### src/rtl/ps2_scan_decoder.sv
// PS/2 Set-2 scan decoder: parity check, E0/F0 prefix folding into {ext,brk,code}
// events, and a small first-word-fall-through event FIFO.
module ps2_scan_decoder #(
  parameter int FIFO_AW     = 2,
  parameter int TIMEOUT_CYC = 1000000,
  parameter int CNT_W       = 20
) (
  input  logic       reloj,
  input  logic       reset,
  input  logic       rx_done_tick,
  input  logic [7:0] rx_data,
  input  logic       rx_parity,
  input  logic       rd_en,
  output logic [7:0] key_code,
  output logic       key_ext,
  output logic       key_brk,
  output logic       fifo_empty,
  output logic       fifo_full,
  output logic       parity_err,
  output logic       overflow
);

  localparam int DEPTH = 1 << FIFO_AW;
  localparam logic [CNT_W-1:0] TO_LAST = CNT_W'(TIMEOUT_CYC - 1);

  typedef enum logic [1:0] {S_IDLE, S_EXT, S_BRK, S_EXTBRK} state_t;

  typedef struct packed {
    logic       ext;
    logic       brk;
    logic [7:0] code;
  } evt_t;

  state_t           r_st, w_st_nxt;
  logic [CNT_W-1:0] r_cnt, w_cnt_nxt;
  logic             w_par_ok, w_drop, w_push_req, w_push, w_pop;
  evt_t             w_evt;

  evt_t             r_mem [DEPTH];
  logic [FIFO_AW:0] r_wr, r_rd, w_wr_nxt, w_rd_nxt;
  logic             r_empty, r_full, r_perr, r_ovf;

  assign w_par_ok = ^{rx_data, rx_parity};
  assign w_drop   = rx_data inside {8'h00, 8'hAA, 8'hEE, 8'hFA, 8'hFE, 8'hFF};

  always_ff @(posedge reloj or posedge reset) begin
    if (reset) begin
      r_st  <= S_IDLE;
      r_cnt <= '0;
    end else begin
      r_st  <= w_st_nxt;
      r_cnt <= w_cnt_nxt;
    end
  end

  // Dropped codes fall through to the timeout branch so they neither reset
  // the prefix timer nor change state.
  always_comb begin
    w_st_nxt   = r_st;
    w_cnt_nxt  = r_cnt;
    w_push_req = 1'b0;
    w_evt.ext  = (r_st == S_EXT) || (r_st == S_EXTBRK);
    w_evt.brk  = (r_st == S_BRK) || (r_st == S_EXTBRK);
    w_evt.code = rx_data;
    if (rx_done_tick && !w_par_ok) begin
      w_st_nxt  = S_IDLE;
      w_cnt_nxt = '0;
    end else if (rx_done_tick && !w_drop) begin
      w_cnt_nxt = '0;
      case (r_st)
        S_IDLE: begin
          if (rx_data == 8'hE0)      w_st_nxt = S_EXT;
          else if (rx_data == 8'hF0) w_st_nxt = S_BRK;
          else                       w_push_req = 1'b1;
        end
        S_EXT: begin
          if (rx_data == 8'hF0)      w_st_nxt = S_EXTBRK;
          else if (rx_data != 8'hE0) begin
            w_push_req = 1'b1;
            w_st_nxt   = S_IDLE;
          end
        end
        S_BRK: begin
          if (rx_data == 8'hE0)      w_st_nxt = S_EXTBRK;
          else if (rx_data != 8'hF0) begin
            w_push_req = 1'b1;
            w_st_nxt   = S_IDLE;
          end
        end
        default: begin
          if (rx_data != 8'hE0 && rx_data != 8'hF0) begin
            w_push_req = 1'b1;
            w_st_nxt   = S_IDLE;
          end
        end
      endcase
    end else if (r_st != S_IDLE) begin
      if (r_cnt == TO_LAST) begin
        w_st_nxt  = S_IDLE;
        w_cnt_nxt = '0;
      end else begin
        w_cnt_nxt = r_cnt + 1'b1;
      end
    end else begin
      w_cnt_nxt = '0;
    end
  end

  // FIFO: a pop frees the slot in the same edge, so push-while-full is legal with rd_en.
  assign w_pop    = rd_en && !r_empty;
  assign w_push   = w_push_req && (!r_full || w_pop);
  assign w_wr_nxt = r_wr + {{FIFO_AW{1'b0}}, w_push};
  assign w_rd_nxt = r_rd + {{FIFO_AW{1'b0}}, w_pop};

  always_ff @(posedge reloj or posedge reset) begin
    if (reset) begin
      for (int i = 0; i < DEPTH; i++) r_mem[i] <= '0;
    end else if (w_push) begin
      r_mem[r_wr[FIFO_AW-1:0]] <= w_evt;
    end
  end

  always_ff @(posedge reloj or posedge reset) begin
    if (reset) begin
      r_wr    <= '0;
      r_rd    <= '0;
      r_empty <= 1'b1;
      r_full  <= 1'b0;
      r_perr  <= 1'b0;
      r_ovf   <= 1'b0;
    end else begin
      r_wr    <= w_wr_nxt;
      r_rd    <= w_rd_nxt;
      r_empty <= (w_wr_nxt == w_rd_nxt);
      r_full  <= (w_wr_nxt[FIFO_AW] != w_rd_nxt[FIFO_AW]) &&
                 (w_wr_nxt[FIFO_AW-1:0] == w_rd_nxt[FIFO_AW-1:0]);
      r_perr  <= rx_done_tick && !w_par_ok;
      r_ovf   <= w_push_req && r_full && !w_pop;
    end
  end

  assign {key_ext, key_brk, key_code} = r_mem[r_rd[FIFO_AW-1:0]];
  assign fifo_empty = r_empty;
  assign fifo_full  = r_full;
  assign parity_err = r_perr;
  assign overflow   = r_ovf;

endmodule

### config.mk
export PLATFORM = sky130hd
export DESIGN_NAME = ps2_scan_decoder
export DESIGN_NICKNAME = d
export VERILOG_FILES = /design/src/rtl/ps2_scan_decoder.sv
export SDC_FILE = /design/constraint.sdc
export NUM_CORES = 1
export LEC_CHECK = 0
export CAP_MARGIN = 40
export CORE_MARGIN = 2
export CORE_UTILIZATION = 57
export CTS_CLUSTER_DIAMETER = 80
export DETAILED_ROUTE_END_ITERATION = 6
export DONT_BUFFER_PORTS = 1
export PLACE_DENSITY = 0.75
export SLEW_MARGIN = 20
export SYNTH_ARGS = -nofsm -noshare
export SYNTH_HDL_FRONTEND = slang
export SYNTH_SLANG_ARGS = --single-unit
### constraint.sdc
create_clock -name reloj -period 2.2 [get_ports reloj]
set_input_delay 0.44 -clock reloj [delete_from_list [all_inputs] [get_ports reloj]]
set_output_delay 0.44 -clock reloj [all_outputs]
set_load 0.01 [all_outputs]
==> reports/metrics.cfg <==
[layout]
final_nets=320
stdcell_area_um2=4190
antennaDiodeCount=0
area_growth_pct=16.8
final_core_util_pct=70.0
fill_cells=419
drive_above_1_share_pct=35.8

[run_status]
status=finished, violations left
violations=negative setup slack

[place]
dpl-instance-area_um2=3830
gp_congestion=0.734
dp_hpwl_mm=4.62
portBuffers=0

[sta]
drv_slew=0
worst_clock_skew_ns=0.0172
rsz0062_at_grt=true
setup_violations=42
worst_pin_slew_ns=0.676
fmax_ghz=0.421
post-route-period-util_pct=108
finalHoldViolations=0
post-route-min-period_ns=2.38
layout_setup_ws_ns=-0.176
setup_tns_ns=-4.90
slew_headroom_pct=54.8

[setup_path]
crit_path_end_kind=flop
crit_required_ns=2.43
crit_start=rx_data[5]
cp_slowest_cell=or4b_4
crit_chain=xnor2_4 > xnor3_2 > xnor2_4 > or4b_4 > or3_4 > buf_12 > mux2_4
rr_endpoint=r_mem[37]$_DFFE_PP0P_
r2r-start=fifo_empty$_DFF_PP1_
cp_num_buf_inv=1
arrival_ns=2.60
critPathLaunchType=input pin
crit_family=simple AND/OR/NAND/NOR gates
critPathMaxStageDelay_ns=0.53
criticalPathCategory=in -> reg
reg2reg_slack_ns=-0.01
crit_path_frequent_cell=xnor2_4
r2r_cells=7
cp_max_fo=10

[drt]
routedWlPerCell_um=18.2
routed_wl_mm=6.88
avgViaCountPerCell=5.77
drt_pre_antenna_iters=4
drtIter0Drc=82
ant_nets=0
vias=2174
drc_errors=0

[global_route]
grt_pass1_vias=2301
grt_pass1_wl_mm=11.3
grt_max_degree=35
overflow=0
antenna_found_initial=0
grtUsageTotal_pct=21.2

[synth]
synth_mux_area_share_pct=21.1
synth-edff-count=0
ys_seq_area_share_pct=50.2
yosys-top-cells-area=dfrtp_1 (49%), mux2_2 (10%), mux4_2 (6.3%), mux2_4 (4.2%), xnor2_1 (3.4%)
syn_inst=282
synth_xor_area_share_pct=8.47
synth-compound-area-share_pct=1.85
ys_async_sr_fraction_pct=100
yosys.area.top_type=dfrtp_1
synth_top_area_share_pct=49.5
synthSimpleGateAreaFrac_pct=12.4
synth_fa_ha_area_share_pct=3.14
synth-seq-cells=72
syn_area_um2=3590
synth_ff_type=dfrtp_1
synth-warning-count=0
synth_top_family_by_area=multiplexers
synth_fp_nets=304
ys_types=45
synth_area_per_cell_um2=12.7

[die]
start_util_pct=59.9
die_h_um=83.4
io_pins=27
die_area_um2=6950
fp.dieW_um=83.4
fp.coreArea_um2=5990
rows=28

[clock_tree]
ctsHtreeMaxLevel=3
clock_latency_ns=0.35
clk_pin_slew_ns=0.08
clock-sinks=72
cts-hold-fix-buffers=0
cts_tree=yes
cts-root-buf=clkbuf_8
clk_path_buf_depth=2
cts-buffers-inserted=9

[flow_run]
max_cap_violations=0

[pwr]
leakage_nw=1.83
max-vdd-ir-drop_v=0.000612
powerDensity_nw_per_um2=1170

[worst_hold_path]
hp-class=in -> async

==> cells by family after synthesis <==
group / count (synthesis)
multiplexers: 54
AND/OR/NAND/NOR: 85
AO/OA/AOI/OAI: 9
flip-flops: 72
adder cells (fa/ha/maj): 9
buffers and inverters: 23
XOR/XNOR: 30
==> state kept, by name, summed over array words and instances (netlist names) <==
| register | count |
|---|---|
| fifo_empty | 1 |
| fifo_full | 1 |
| overflow | 1 |
| parity_err | 1 |
| r_cnt | 20 |
| r_mem | 40 |
| r_rd | 3 |
| r_st | 2 |
| r_wr | 3 |
==> through the flow <==
| step | setup slack, ns | hold slack (ns) | std cells | power, W |
|---|---|---|---|---|
| finish | -0.176 | 0.0424 | 377 | 0.00490 |
| CTS | -0.108 | 0.0526 | 376 | 0.00477 |
| detailed placement | -0.542 | 0.442 | 359 | 0.00373 |
| floorplan | -0.606 | 0.424 | 282 | 0.00336 |
| global route | -0.183 | 0.0830 | 377 | 0.00520 |
| global placement | -0.466 | 0.436 | 359 | 0.00367 |
==> placed cells by master (no fill, tap or decap), types with 2 or more instances in the layout <==
| cell | count |
|---|---|
| a21oi_1 | 2 |
| and4_1 | 3 |
| buf_12 | 4 |
| buf_4 | 12 |
| buf_6 | 4 |
| clkbuf_8 | 11 |
| clkinv_2 | 2 |
| clkinvlp_4 | 2 |
| dfrtp_1 | 70 |
| ha_1 | 7 |
| ha_4 | 2 |
| inv_1 | 6 |
| mux2_2 | 14 |
| mux2_4 | 29 |
| mux4_2 | 10 |
| nand2_1 | 13 |
| nand2b_1 | 2 |
| nand3_1 | 6 |
| nand4_1 | 7 |
| nor2_1 | 29 |
| nor2b_1 | 3 |
| nor3_1 | 4 |
| nor4_1 | 2 |
| or2_2 | 2 |
| or4_1 | 3 |
| or4bb_1 | 2 |
| xnor2_1 | 10 |
| xnor2_2 | 4 |
| xnor2_4 | 2 |
| xor2_1 | 11 |
==> worst max-delay path by stage <==
stage	depth (start not counted)	end	slack, ns
after floorplan	9	r_mem[30]$_DFFE_PP0P_	-0.61
after global placement	7	r_mem[36]$_DFFE_PP0P_	-0.47
after detailed placement	7	r_mem[18]$_DFFE_PP0P_	-0.54
after CTS	10	fifo_full$_DFF_PP0_	-0.11
after global routing	7	r_mem[21]$_DFFE_PP0P_	-0.18
final	7	r_mem[37]$_DFFE_PP0P_	-0.18
==> synth_stat cells, drive strengths merged (6+ instances only) <==
| cell type | number |
|---|---|
| buf | 6 |
| clkbuf | 9 |
| dfrtp | 71 |
| ha | 9 |
| inv | 8 |
| mux2 | 43 |
| mux4 | 10 |
| nand2 | 13 |
| nand3 | 6 |
| nand4 | 7 |
| nor2 | 30 |
| xnor2 | 16 |
| xor2 | 13 |
==> report_power, final <==
part / internal, W / total, W / switching [W]
clock network: 0.000461 / 0.000921 / 0.000460
registers: 0.00175 / 0.00210 / 0.000354
logic: 0.00118 / 0.00188 / 0.000703
total: 0.00339 / 0.00490 / 0.00152
==> area by class of cell <==
cell class                      instances  area [um2]  area share (%)
Timing Repair Buffer                   20         215            5.13
Multi-Input combinational cell        187        1870            44.7
Clock buffer                           12         155            3.70
Inverter                                8        33.8           0.805
Clock inverter                          3        17.5           0.418
Sequential cell                        72        1800            43.0
Tap cell                               75        93.8            2.24
==> metal layers <==
metal / wire length, um / global-route usage [%]
met3: 268 / 6.86
met2: 3380 / 34.5
met4: 165 / 10.3
met5: 0 / 0
met1: 3070 / 25.5
==> repair_timing <==
action,4_1_cts,5_1_grt
gates cloned,1,0
setup buffers,1,1
setup endpoints to repair,50,50
resized for setup,22,19
pin swaps,4,5
Note: power is estimated with default switching activity, not from simulation.
